--- config.mk ---
export PLATFORM = sky130hd
export DESIGN_NAME = platform_collider
export DESIGN_NICKNAME = d
export VERILOG_FILES = /design/src/rtl/game_pkg.sv /design/src/rtl/hit_test.sv /design/src/rtl/platform_collider.sv
export SDC_FILE = /design/constraint.sdc
export NUM_CORES = 1
export LEC_CHECK = 0
export BUFFER_PORTS_ARGS = -buffer_cell sky130_fd_sc_hd__buf_4
export CORE_AREA = 3 3 233 189
export CTS_BUF_LIST = sky130_fd_sc_hd__clkbuf_8
export DETAILED_ROUTE_END_ITERATION = 8
export DIE_AREA = 0 0 236 192
export GPL_TIMING_DRIVEN = 1
export HOLD_SLACK_MARGIN = 0.06
export PLACE_DENSITY = 0.83
export SKIP_CTS_REPAIR_TIMING = 1
export SKIP_LAST_GASP = 1
export SLEW_MARGIN = 5
export SYNTH_ARGS = -nofsm -noshare
export SYNTH_HDL_FRONTEND = slang
export SYNTH_SLANG_ARGS = --single-unit
--- constraint.sdc ---
create_clock -name clk -period 10.55 [get_ports clk]
set_clock_uncertainty 0.15 [all_clocks]
set_input_delay 1.055 -clock clk [delete_from_list [all_inputs] [get_ports clk]]
set_output_delay 1.055 -clock clk [all_outputs]
set_load 0.01 [all_outputs]
--- src/rtl/game_pkg.sv ---
// Shared definitions for the doodle game datapath: FSM state encoding,
// default playfield geometry and the platform table entry layout.
package game_pkg;

  // Collider scan FSM encoding.
  localparam logic [1:0] ST_IDLE = 2'd0;
  localparam logic [1:0] ST_SCAN = 2'd1;
  localparam logic [1:0] ST_DONE = 2'd2;

  // Default geometry, in pixels.
  localparam int DEF_NUM_BLOCKS   = 8;
  localparam int DEF_BLOCK_WIDTH  = 40;
  localparam int DEF_BLOCK_HEIGHT = 5;
  localparam int DEF_DOODLE_WIDTH = 20;

  // One platform table entry.
  typedef struct packed {
    logic        valid;
    logic [31:0] x;
    logic [31:0] y;
  } platform_t;

endpackage

--- src/rtl/hit_test.sv ---
// Purely combinational overlap test between the doodle footprint and one
// platform. Every sum is widened to 33 bits so coordinates near 2^32 cannot
// wrap around and hide a real overlap.
import game_pkg::*;

module hit_test #(
  parameter int BLOCK_WIDTH  = DEF_BLOCK_WIDTH,
  parameter int BLOCK_HEIGHT = DEF_BLOCK_HEIGHT,
  parameter int DOODLE_WIDTH = DEF_DOODLE_WIDTH
) (
  input  platform_t   i_entry,
  input  logic        i_falling,
  input  logic [31:0] i_doodleX,
  input  logic [31:0] i_doodleY,
  output logic        o_hit
);

  logic [32:0] w_platBottom;
  logic [32:0] w_platRight;
  logic [32:0] w_doodleRight;
  logic        w_yInside;
  logic        w_xOverlap;

  assign w_platBottom  = {1'b0, i_entry.y} + 33'(BLOCK_HEIGHT);
  assign w_platRight   = {1'b0, i_entry.x} + 33'(BLOCK_WIDTH);
  assign w_doodleRight = {1'b0, i_doodleX} + 33'(DOODLE_WIDTH);

  // The doodle's feet must sit inside the platform slab vertically, and the
  // two horizontal spans must overlap by at least one pixel.
  always_comb begin
    w_yInside  = (i_entry.y <= i_doodleY) && ({1'b0, i_doodleY} < w_platBottom);
    w_xOverlap = (w_doodleRight > {1'b0, i_entry.x}) && ({1'b0, i_doodleX} < w_platRight);
    o_hit      = i_entry.valid && i_falling && w_yInside && w_xOverlap;
  end

endmodule

--- src/rtl/platform_collider.sv ---
// Platform collider: on each physics tick, walks the platform table one entry
// per clock and reports whether the (snapshotted) doodle lands on any of them.
// Optional feature: define COLLIDE_HIT_INDEX_EN to add the hitIdx output
// reporting the lowest-numbered platform that was hit.
import game_pkg::*;

module platform_collider #(
  parameter int NUM_BLOCKS   = DEF_NUM_BLOCKS,
  parameter int BLOCK_WIDTH  = DEF_BLOCK_WIDTH,
  parameter int BLOCK_HEIGHT = DEF_BLOCK_HEIGHT,
  parameter int DOODLE_WIDTH = DEF_DOODLE_WIDTH
) (
  input  logic                          clk,
  input  logic                          reset_n,
  input  logic                          physicsUpdate,
  input  logic [31:0]                   doodleX,
  input  logic [31:0]                   doodleY,
  input  logic                          falling,
  input  logic                          wrEn,
  input  logic [$clog2(NUM_BLOCKS)-1:0] wrIdx,
  input  logic                          wrValid,
  input  logic [31:0]                   wrX,
  input  logic [31:0]                   wrY,
  output logic                          hasCollide,
  output logic                          busy,
  output logic                          overrun
`ifdef COLLIDE_HIT_INDEX_EN
  ,output logic [$clog2(NUM_BLOCKS)-1:0] hitIdx
`endif
);

  localparam int IDX_W = $clog2(NUM_BLOCKS);
  localparam logic [IDX_W-1:0] LAST_IDX = IDX_W'(NUM_BLOCKS - 1);

  // Platform table; only the valid bits need a defined reset value.
  logic [NUM_BLOCKS-1:0] r_valid;
  logic [31:0]           r_x [NUM_BLOCKS];
  logic [31:0]           r_y [NUM_BLOCKS];

  // Tick detection: previous level plus a registered tick pulse.
  logic r_prevUpdate;
  logic r_tick;

  // Scan state.
  logic [1:0]       r_state;
  logic [IDX_W-1:0] r_idx;
  logic             r_acc;
  logic [31:0]      r_snapX;
  logic [31:0]      r_snapY;
  logic             r_snapFalling;
  logic             r_hasCollide;
  logic             r_overrun;

  platform_t w_entry;
  logic      w_hit;

  // Valid bits live under reset so a freshly reset table never matches.
  always_ff @(posedge clk or negedge reset_n) begin
    if (!reset_n) begin
      r_valid <= '0;
    end else if (wrEn) begin
      r_valid[wrIdx] <= wrValid;
    end
  end

  // Coordinates are don't-care until their valid bit is set, so no reset.
  always_ff @(posedge clk) begin
    if (wrEn) begin
      r_x[wrIdx] <= wrX;
      r_y[wrIdx] <= wrY;
    end
  end

  // Rising-edge detector on the physics tick level, registered once so the
  // scan starts one clock after the edge is seen.
  always_ff @(posedge clk or negedge reset_n) begin
    if (!reset_n) begin
      r_prevUpdate <= 1'b0;
      r_tick       <= 1'b0;
    end else begin
      r_prevUpdate <= physicsUpdate;
      r_tick       <= physicsUpdate & ~r_prevUpdate;
    end
  end

  // The entry under evaluation reads the table as it stands this cycle, so a
  // write landing on the same index at this edge is seen only afterwards.
  always_comb begin
    w_entry.valid = r_valid[r_idx];
    w_entry.x     = r_x[r_idx];
    w_entry.y     = r_y[r_idx];
  end

  hit_test #(
    .BLOCK_WIDTH  (BLOCK_WIDTH),
    .BLOCK_HEIGHT (BLOCK_HEIGHT),
    .DOODLE_WIDTH (DOODLE_WIDTH)
  ) u_hitTest (
    .i_entry   (w_entry),
    .i_falling (r_snapFalling),
    .i_doodleX (r_snapX),
    .i_doodleY (r_snapY),
    .o_hit     (w_hit)
  );

  // Scan FSM: snapshot the doodle, walk every entry, then publish the result.
  always_ff @(posedge clk or negedge reset_n) begin
    if (!reset_n) begin
      r_state       <= ST_IDLE;
      r_idx         <= '0;
      r_acc         <= 1'b0;
      r_snapX       <= '0;
      r_snapY       <= '0;
      r_snapFalling <= 1'b0;
      r_hasCollide  <= 1'b0;
    end else begin
      case (r_state)
        ST_IDLE: begin
          if (r_tick) begin
            r_state       <= ST_SCAN;
            r_idx         <= '0;
            r_acc         <= 1'b0;
            r_snapX       <= doodleX;
            r_snapY       <= doodleY;
            r_snapFalling <= falling;
          end
        end
        ST_SCAN: begin
          r_acc <= r_acc | w_hit;
          if (r_idx == LAST_IDX) begin
            r_state <= ST_DONE;
          end else begin
            r_idx <= r_idx + 1'b1;
          end
        end
        ST_DONE: begin
          r_hasCollide <= r_acc;
          r_state      <= ST_IDLE;
        end
        default: begin
          r_state <= ST_IDLE;
        end
      endcase
    end
  end

  // A tick seen while a scan is still running is dropped and remembered.
  always_ff @(posedge clk or negedge reset_n) begin
    if (!reset_n) begin
      r_overrun <= 1'b0;
    end else if (r_tick && (r_state != ST_IDLE)) begin
      r_overrun <= 1'b1;
    end
  end

`ifdef COLLIDE_HIT_INDEX_EN
  logic [IDX_W-1:0] r_firstIdx;
  logic [IDX_W-1:0] r_hitIdx;

  // Remember the first index that hits; scanning ascends, so it is the lowest.
  always_ff @(posedge clk or negedge reset_n) begin
    if (!reset_n) begin
      r_firstIdx <= '0;
      r_hitIdx   <= '0;
    end else begin
      if ((r_state == ST_IDLE) && r_tick) begin
        r_firstIdx <= '0;
      end else if ((r_state == ST_SCAN) && w_hit && !r_acc) begin
        r_firstIdx <= r_idx;
      end
      if (r_state == ST_DONE) begin
        r_hitIdx <= r_firstIdx;
      end
    end
  end

  assign hitIdx = r_hitIdx;
`endif

  assign hasCollide = r_hasCollide;
  assign busy       = (r_state != ST_IDLE);
  assign overrun    = r_overrun;

endmodule

==> results.ini, run 1 <==
[sta]
fin_crit_ns=5.89
worst_pin_slew_ns=1.07
relSlewSlack_pct=28.9
post-route-period-util_pct=55.8
finalSetupViolCount=0
final.setup.worst_slack_ns=4.66
slew_violations=0
max_freq_ghz=0.170
hold_violations=0
setup_tns_ns=0
rsz0062_at_grt=no

[global_route]
grt_pass1_wl_um=91700
grt_start_max_net_pins=99
overflow=0
grt_usage_pct=26.8
grt_pass1_vias=15931
antenna_found_initial=4

[place]
place.gp.congestion=0.878
postPlaceCellArea_um2=28700
dp_hpwl_um=37800
place_ws_ns=4.72
numPortBuffers=139

[finish]
fin_area_um2=30400
syn_to_final_growth_pct=12.0
drive_gt1_share_pct=25.8
layout.nets=2086

[clock_tree]
clock_latency_ns=0.68
root_buffer=clkbuf_8
cts_made_buffers=88
cts.path.max_buffers=3
cts_tree=done
htreeDepth=3
clkSlewWorstSetupHoldPaths_ns=0.07
cts_sinks=595

[synthesis]
syn_area_um2=27200
seq_area_frac_synth_pct=64.2
yosysWarningCount=0
synth-edff-count=512
synth_seq_cells=595
syn-mean-instance-area_um2=16.7
synth_flop_cell=edfxtp_1
syn_nets=1892
synth_cells=1624
async_reset_ff_share_pct=13.9
synthDistinctLibCells=69

[floorplanning]
coreArea_um2=41800
num_rows=67
chipHeight_um=192
die_area_um2=45300
die_x_um=236
start_util_pct=65.0
pin_count=140

[worst_setup_path]
crit_type=flop to flop
critPathMaxFanout=58
critPathLaunch=r_idx[2]
required_ns=10.95
worstPathArrival_ns=6.29
r2r-start=r_idx[2]
critPathLaunchType=flop
end_kind=flop

[worst_hold_path]
hold_class=input pin to asynchronous set/reset pin

[drt]
dr.pass1.iters=5
avgViaCountPerCell=6.25
drc_errors=0
vias=15286
wl_um=59300
drt-initial-drc-count=1366
wl_per_cell_um=24.3
drtAntennaViolNets=0

[pwr]
powerDensity_nw_per_um2=256
clkPwrFrac_pct=23.1
worst_ir_drop_vdd_v=0.000196
seqPwrFrac_pct=38.9
leakagePower_nw=11.0
p_int_mw=5.09
p_comb_share_pct=38.0
p_sw_mw=2.71
swShare_pct=34.8

[run]
maxCapViolations=0

[outcome]
status=finished, final reports clean

-- cell type report --
cell class	count	area, um2
flip-flops and latches	595	17500
fillers	2482	11400
multi-input cells	921	9150
clock buffers	101	1390
repair buffers	156	1180
well taps	552	691
clock inverters	62	348
inverters	56	210
diodes	2	5.00
-- layer usage --
metal / global-route usage (%) / vias up / share of wire (%)
li1: - / 6811 / -
met1: 38.3 / 7766 / 43
met2: 41.3 / 594 / 46
met3: 6.89 / 111 / 8.3
met4: 8.75 / 4 / 2.7
met5: 0 / - / 0.047
-- through the flow --
step                      utilization [%]  power [mW]  cells  hold WS (ns)
after global placement               68.6        5.88   2280         0.241
after detailed placement             68.6        6.00   2280         0.235
after CTS                            72.8        7.83   2443         0.175
final                                72.8        7.81   2445         0.204
after global routing                 72.8        8.32   2445         0.195
after floorplan                         -        5.27   1624         0.228
-- cells in the mapped netlist (all sizes together), types with 13 or more instances --
| cell type | number | area (um2) |
|---|---|---|
| nor2 | 48 | 188 |
| nand2b | 14 | 87.6 |
| nand2 | 105 | 397 |
| mux2i | 41 | 454 |
| clkbuf | 14 | 53.8 |
| nor2b | 13 | 81.3 |
| nor3 | 17 | 111 |
| edfxtp | 512 | 15400 |
| xor2 | 34 | 298 |
| a21oi | 41 | 205 |
| xnor2 | 49 | 429 |
| ha | 131 | 1640 |
| mux4 | 130 | 2980 |
| dfrtp | 83 | 2080 |
| inv | 56 | 210 |
| mux2 | 61 | 687 |
| buf | 38 | 372 |
| nand3 | 35 | 180 |
| nand4 | 26 | 163 |
| o21ai | 68 | 340 |
-- cell families after synthesis --
kind of cell,after synthesis,share of synthesized area [%]
adders and majority gates,131,6.03
DFF,595,64.2
muxes,232,15.2
buffers and inverters,108,2.34
AOI/OAI and AO/OA,166,3.68
and+or+nand+nor,309,5.91
xor gates and xnor gates,83,2.67
-- flip-flops by register name, indices dropped and copies added (netlist names) --
signal,count
hasCollide,1
r_state,2
r_snapY,32
r_x,256
r_y,256
r_acc,1
r_tick,1
r_valid,8
overrun,1
r_idx,3
r_snapX,32
r_prevUpdate,1
r_snapFalling,1
-- cells in the final DEF (no fill, tap or decap), drive strengths merged, types with 4 or more instances in the layout --
| cell | netlist | layout |
|---|---|---|
| o21ai | 68 | 68 |
| mux2i | 41 | 41 |
| o211ai | 7 | 7 |
| edfxtp | 512 | 512 |
| o21a | 4 | 4 |
| nand4 | 26 | 26 |
| ha | 131 | 131 |
| and4 | 8 | 8 |
| nand2b | 14 | 14 |
| a2111oi | 4 | 4 |
| or4 | 4 | 4 |
| buf | 38 | 156 |
| inv | 56 | 92 |
| a21o | 12 | 12 |
| dfrtp | 83 | 83 |
| clkinvlp | 0 | 4 |
| nand3b | 7 | 7 |
| nor4 | 8 | 8 |
| mux4 | 130 | 130 |
| clkbuf | 14 | 101 |
| and3 | 10 | 10 |
| xnor2 | 49 | 49 |
| or2 | 6 | 6 |
| mux2 | 61 | 61 |
| nor2b | 13 | 13 |
| nand2 | 105 | 105 |
| xor2 | 34 | 34 |
| a211oi | 10 | 10 |
| a21oi | 41 | 41 |
| nor3 | 17 | 17 |
| nand3 | 35 | 35 |
| clkinv | 0 | 19 |
| nor2 | 48 | 48 |
-- worst max-delay path, stage by stage (launching register included) --
cell and delay [ns]:
dfrtp_4 0.73, buf_4 0.47, buf_4 0.73, mux4_2 0.38, nand2_1 0.06, o211ai_1 0.40, nand3_1 0.26, nor3_1 0.43
nand2_1 0.25, nor3_2 0.18, xor2_1 0.10, ha_1 0.33, nand4_1 0.15, nor4_1 0.43, nand2_1 0.10, nand4_1 0.10
o221ai_1 0.11, nor2b_1 0.14, o211a_1 0.22
-- final timing paths --
kind	slack (ns)	end	cells past startpoint
max	4.66	r_acc	18
min	0.20	overrun	1
max reg2reg	4.66	r_acc	18
min reg2reg	0.24	r_tick	1
max in group asynchronous	8.92	r_idx[1]	2
min in group clk	0.24	r_tick	1
-- power by group through the flow --
stage	registers, mW	logic (mW)	clock network [mW]
global route	3.06	3.30	1.96
floorplan	2.93	2.34	0
CTS	3.04	2.95	1.85
detailed placement	3.08	2.92	0
global placement	3.07	2.81	0
finish	3.04	2.96	1.81
(Power assumes the default switching activity.)
==> inputs of run 2 (changes only) <==
--- a/config.mk
+++ b/config.mk
@@ -5,14 +5,15 @@
 export SDC_FILE = /design/constraint.sdc
 export NUM_CORES = 1
 export LEC_CHECK = 0
+export ABC_AREA = 1
 export BUFFER_PORTS_ARGS = -buffer_cell sky130_fd_sc_hd__buf_4
-export CORE_AREA = 3 3 233 189
+export CORE_AREA = 3 3 252 204
 export CTS_BUF_LIST = sky130_fd_sc_hd__clkbuf_8
 export DETAILED_ROUTE_END_ITERATION = 8
-export DIE_AREA = 0 0 236 192
+export DIE_AREA = 0 0 255 207
 export GPL_TIMING_DRIVEN = 1
 export HOLD_SLACK_MARGIN = 0.06
-export PLACE_DENSITY = 0.83
+export PLACE_DENSITY = 0.79
 export SKIP_CTS_REPAIR_TIMING = 1
 export SKIP_LAST_GASP = 1
 export SLEW_MARGIN = 5
==> constraint.sdc (replaced) <==
create_clock -name clk -period 4.9 [get_ports clk]
set_clock_uncertainty 0.15 [all_clocks]
set_input_delay 0.49 -clock clk [delete_from_list [all_inputs] [get_ports clk]]
set_output_delay 0.49 -clock clk [all_outputs]
set_load 0.01 [all_outputs]
==> run 2 against run 1 <==
Compared with the run above: utilization decreased by 5.6 points; maximum frequency rose by 29%; clock-buffer cell count down 4; first-iteration DRC count grew 57%; cell count is 50% higher; sequential power increased by 110%; non-clock buffer count increased by 157; via count grew 37%; global-route usage increased by 0.37 points; worst hold slack got worse by 0.15 ns; clock power increased by 120%; die area rose by 16%.
==> results.ini, run 2 <==
[synthesis]
seq_area_frac_synth_pct=61.5
syn-mean-instance-area_um2=10.7
synthDistinctLibCells=45
async_reset_ff_share_pct=13.9
synth_common_cells=edfxtp_1 (512), nor2_1 (426), nand2_1 (407)
synth_flop_cell=edfxtp_1
yosysMostFrequentCell=edfxtp_1
yosysWarningCount=0
syn_nets=2930
ys_top_cells_by_area=edfxtp_1 (54%), dfrtp_1 (7.3%), ha_1 (5.8%), nor2_1 (5.6%), nand2_1 (5.4%)
syn_area_um2=28400
yosys.area.top_type=edfxtp_1
synth_top_cell_area_share_pct=54.1
synth-edff-count=512
synth_cells=2662
synth_seq_cells=595

[finish]
mostFrequentLayoutCell=edfxtp_1
reg_top3=r_x x256, r_y x256
layout.nets=3221
syn_to_final_growth_pct=16.6
drive_gt1_share_pct=12.4
fillCellCount=3518
final_cell_mix=edfxtp_1 (512), nor2_1 (417), nand2_1 (407)

[pwr]
leakagePower_nw=13.0
worst_ir_drop_vdd_v=0.000336
powerDensity_nw_per_um2=588
p_total_mw=19.5

[sta]
post-route-period-util_pct=93.0
finalSetupViolCount=0
final.setup.worst_slack_ns=0.342
rsz0062_at_grt=no
worst_pin_slew_ns=1.03
fin_crit_ns=4.56
relSlewSlack_pct=31.5
max_freq_ghz=0.219
slew_violations=0
setup_tns_ns=0
hold_violations=0
holdWs_ns=0.0531

[floorplanning]
start_util_pct=57.6
die_x_um=255
pin_count=140
coreArea_um2=49300
chipHeight_um=207
die_area_um2=52800
num_rows=73

[global_route]
grt_pass1_wl_um=110000
grt_start_max_net_pins=111
grt_usage_pct=27.2
antenna_found_initial=1
overflow=0
grt_pass1_vias=19958

[outcome]
status=finished, final reports clean

[worst_setup_path]
required_ns=5.36
crit_type=flop to flop
worstPathArrival_ns=5.02
critPathMaxFanout=58
end_kind=flop
critPathLaunchType=flop

[drt]
drc_errors=0
wl_per_cell_um=20.2
wl_um=74100
drt-initial-drc-count=2140
dr.pass1.iters=6
avgViaCountPerCell=5.72
vias=20987
drtAntennaViolNets=0

[place]
place.gp.congestion=0.997
numPortBuffers=139
place_ws_ns=0.466
dp_hpwl_um=46800

[clock_tree]
cts_tree=done
clkSlewWorstSetupHoldPaths_ns=0.07
clock_latency_ns=0.68
cts_sinks=595
root_buffer=clkbuf_8
htreeDepth=3
cts_made_buffers=89
cts.path.max_buffers=3

[worst_hold_path]
hold_class=input pin to flop

[run]
maxCapViolations=0

run 2: changes by cell type after synthesis, sizes merged, moves of 79 or more:
| cell | previous run | this run |
|---|---|---|
| nor2 | 48 | 432 |
| o21ai | 68 | 392 |
| nand2 | 105 | 414 |
| inv | 56 | 197 |
| mux4 | 130 | 0 |
| o22ai | 3 | 82 |
run 2: path summary, 6_finish.rpt:
| path | startpoint | endpoint | slack (ns) | depth (start not counted) |
|---|---|---|---|---|
| max in group asynchronous | reset_n | r_idx[0] | 3.39 | 3 |
| min in group asynchronous | reset_n | r_snapX[8] | 0.32 | 2 |
| max | r_idx[0] | r_acc | 0.34 | 18 |
| min reg2reg | r_prevUpdate | r_tick | 0.27 | 1 |
| max reg2reg | r_idx[0] | r_acc | 0.34 | 18 |
| min | doodleY[6] | r_snapY[6] | 0.05 | 3 |
run 2: worst max-delay path, stage by stage (launching register included):
cell	delay (ns)
dfrtp_4	0.66
inv_6	0.31
buf_12	0.29
buf_4	0.35
buf_4	0.28
o21ai_1	0.10
o22ai_1	0.14
inv_1	0.05
o21ai_0	0.54
inv_1	0.10
ha_1	0.34
nand3_1	0.12
nor2_1	0.18
nand2_1	0.08
nor3_1	0.21
nor2_1	0.08
nor2_1	0.22
nand4_1	0.12
nand2_1	0.07
run 2: through the flow:
stage / area, um2 / utilization, % / instances
global placement: 30100 / 60.9 / 3368
global route: 33100 / 67.1 / 3664
finish: 33100 / 67.2 / 3666
CTS: 31800 / 64.5 / 3533
floorplan: 28400 / - / 2662
detailed placement: 30100 / 60.9 / 3368
run 2: routing by layer:
metal | GRT usage (%) | share of wire [%] | up-vias
met3 | 5.96 | 8.2 | 145
li1 | - | - | 9881
met5 | 0 | 0 | -
met1 | 38.2 | 42 | 10052
met4 | 9.20 | 2.5 | 0
met2 | 42.4 | 47 | 909
run 2: logic make-up (layout without fill, tap and decap cells):
group	count (synthesis)	in the layout	synth area share [%]
AOI/OAI and AO/OA	571	571	11.2
xor gates and xnor gates	82	82	2.53
adders and majority gates	131	131	5.77
buffers and inverters	310	675	5.09
DFF	595	595	61.5
muxes	1	1	0.0352
other	0	2	0
and+or+nand+nor	972	972	14.0
run 2: final cells by class:
class / instances / area, um2 / area share (%)
clock buffers: 97 / 1340 / 4.03
multi-input cells: 1757 / 9570 / 28.9
diodes: 2 / 5.00 / 0.0151
flip-flops and latches: 595 / 17500 / 52.7
repair buffers: 313 / 2790 / 8.42
clock inverters: 68 / 418 / 1.26
inverters: 197 / 747 / 2.26
well taps: 637 / 797 / 2.41
run 2: power by group:
group | internal [mW] | switching [mW] | leakage (nW)
sequential | 5.96 | 0.447 | 5.66
combinational | 3.13 | 5.99 | 6.32
clock | 2.05 | 1.90 | 1.02
total | 11.1 | 8.34 | 13.0
==> inputs of run 3 (changes only) <==
--- a/config.mk
+++ b/config.mk
@@ -5,15 +5,15 @@
 export SDC_FILE = /design/constraint.sdc
 export NUM_CORES = 1
 export LEC_CHECK = 0
-export ABC_AREA = 1
+export ABC_AREA = 0
 export BUFFER_PORTS_ARGS = -buffer_cell sky130_fd_sc_hd__buf_4
-export CORE_AREA = 3 3 252 204
-export CTS_BUF_LIST = sky130_fd_sc_hd__clkbuf_8
+export CORE_AREA = 3 3 249 202
+export CTS_BUF_LIST = sky130_fd_sc_hd__clkbuf_4
 export DETAILED_ROUTE_END_ITERATION = 8
-export DIE_AREA = 0 0 255 207
+export DIE_AREA = 0 0 252 205
 export GPL_TIMING_DRIVEN = 1
 export HOLD_SLACK_MARGIN = 0.06
-export PLACE_DENSITY = 0.79
+export PLACE_DENSITY = 0.77
 export SKIP_CTS_REPAIR_TIMING = 1
 export SKIP_LAST_GASP = 1
 export SLEW_MARGIN = 5
==> run 3 against run 2 <==
Compared with the run above: worst setup slack got worse by 0.15 ns; cell count decreased by 24%; maximum frequency decreased by 3.3%; non-clock buffer count increased by 21; flip-flop and latch count unchanged; global-route usage decreased by 2.5 points; first-iteration DRC count decreased by 26%; wire length decreased by 15%; highest routed layer is now met5; sequential share of layout area increased by 0.82 points.
==> results.ini, run 3 (synthesis gave the netlist of run 1 again) <==
[outcome]
status=finished, final reports clean

[worst_setup_path]
r2r.worst_path.cells=15
crit_family=simple AND/OR/NAND/NOR gates
path_depth=15
rr_endpoint=r_acc
crit_buf_inv=0
critPathMaxFanout=6
critPathLaunchType=flop
cpPeakStageDelay_ns=0.62
crit_chain=nand3_1 > o21bai_1 > or4_4 > or2_2 > nor2_1 > xor2_1 > ha_1 > a211oi_1 > o21ai_0 > or4_1 > nor4_2 > a211oi_1 > o22ai_1 > nand2_1 > o211a_1
critPathCapture=r_acc
r2r-start=r_snapX[5]
slowest_stage=or4_4
critPathLaunch=r_snapX[5]
rrSetupSlack_ns=0.19
end_kind=flop
crit_top_cell=a211oi_1
crit_type=flop to flop
required_ns=5.55
worstPathArrival_ns=5.36

[global_route]
grt_start_max_net_pins=67
grt_util_met2_pct=38.1
grt_pass1_vias=16274
busiest_layer=met2
grt_pass1_wl_um=95300
grt_util_met1_pct=35.5
antenna_found_initial=7
grt_usage_pct=24.8
met3_usage_pct=6.56
overflow=0

[clock_tree]
htreeDepth=4
clkSlewWorstSetupHoldPaths_ns=0.08
cts.path.max_buffers=3
clock_latency_ns=0.91
cts_sinks=595
cts_made_buffers=146
cts_tree=done
root_buffer=clkbuf_4

[finish]
layout.nets=2322
mostFrequentLayoutCell=edfxtp_1
syn_to_final_growth_pct=20.0
final_cell_mix=edfxtp_1 (512), clkbuf_4 (208), buf_4 (181)
reg_top3=r_x x256, r_y x256
drive_gt1_share_pct=29.9

[sta]
fin_crit_ns=4.71
worst_pin_slew_ns=1.12
final.setup.worst_slack_ns=0.188
relSlewSlack_pct=25.4
hold_violations=0
max_freq_ghz=0.212
slew_violations=0
post-route-period-util_pct=96.2
setup_tns_ns=0
finalSetupViolCount=0

[floorplanning]
chipHeight_um=205
start_util_pct=56.5
num_rows=72
die_area_um2=51700
coreArea_um2=48100
die_x_um=252
pin_count=140

[drt]
wl_per_cell_um=22.6
wl_um=63200
drc_errors=0
drt-initial-drc-count=1581
dr.pass1.iters=5
avgViaCountPerCell=5.84
drtAntennaViolNets=0
vias=16308

[pwr]
powerDensity_nw_per_um2=539
worst_ir_drop_vdd_v=0.000251
leakagePower_nw=11.9

[worst_hold_path]
hold_class=input pin to flop
hold_path_depth=4

[place]
numPortBuffers=139
dp_hpwl_um=41400
place_ws_ns=-0.00734
place.gp.congestion=0.887

[run]
maxCapViolations=0

[run 3: cell types whose count changed in the layout (fill, tap and decap cells not counted), sizes merged, moves of 17 or more]
cell    previous run  this run
mux4               0       130
inv              236        59
mux2i              1        41
a21oi             63        41
xnor2             14        49
clkbuf            97       208
xor2              68        34
nor3              34        17
o21ai            392        68
o22ai             82         3
nand2            414       105
mux2               0        61
nor2             432        48
[run 3: worst min-delay path, stage by stage]
cell	delay (ns)
dlygate4sd3_1	0.53
buf_4	0.10
nand2_1	0.04
o21ai_0	0.06
[run 3: where the power goes]
group	total [mW]	internal, mW	switching [mW]
combinational	6.98	3.30	3.68
sequential	6.41	5.96	0.454
clock	4.20	2.23	1.97
[run 3: how the worst min path moves through the flow]
stage / start / to
2_1_floorplan: reset_n / hasCollide
3_3_place_gp: r_prevUpdate / r_tick
3_5_place_dp: r_prevUpdate / r_tick
4_1_cts: reset_n / r_valid[1]
5_1_grt: wrX[14] / r_x[7][14]
6_report: doodleY[10] / r_snapY[10]
[run 3: layer usage]
layer | wire length (um) | share of wire [%] | vias to the layer above
met4 | 1050 | 1.7 | 6
li1 | - | - | 7361
met3 | 5190 | 8.2 | 91
met2 | 29900 | 47 | 632
met5 | 34 | 0.054 | -
met1 | 27100 | 43 | 8218
[run 3: cell type report]
| type | count | area [um2] |
|---|---|---|
| clock inverter | 44 | 347 |
| sequential | 595 | 17500 |
| inverter | 56 | 210 |
| timing repair buffer | 334 | 3050 |
| fill | 3279 | 15500 |
| tap | 629 | 787 |
| clock buffer | 208 | 1560 |
| antenna | 7 | 17.5 |
| multi-input combinational | 921 | 9180 |
[run 3: per-stage QoR]
step | std cells | hold slack [ns] | power (mW) | instance area (um2) | utilization [%]
after global routing | 2794 | 0.142 | 18.8 | 32600 | 67.8
after global placement | 2397 | 0.244 | 13.1 | 29300 | 60.9
after floorplan | 1624 | 0.0444 | 11.3 | 27200 | -
after CTS | 2649 | -0.574 | 17.6 | 31200 | 64.8
final | 2794 | 0.188 | 17.6 | 32600 | 67.8
after detailed placement | 2397 | 0.234 | 13.3 | 29300 | 60.9
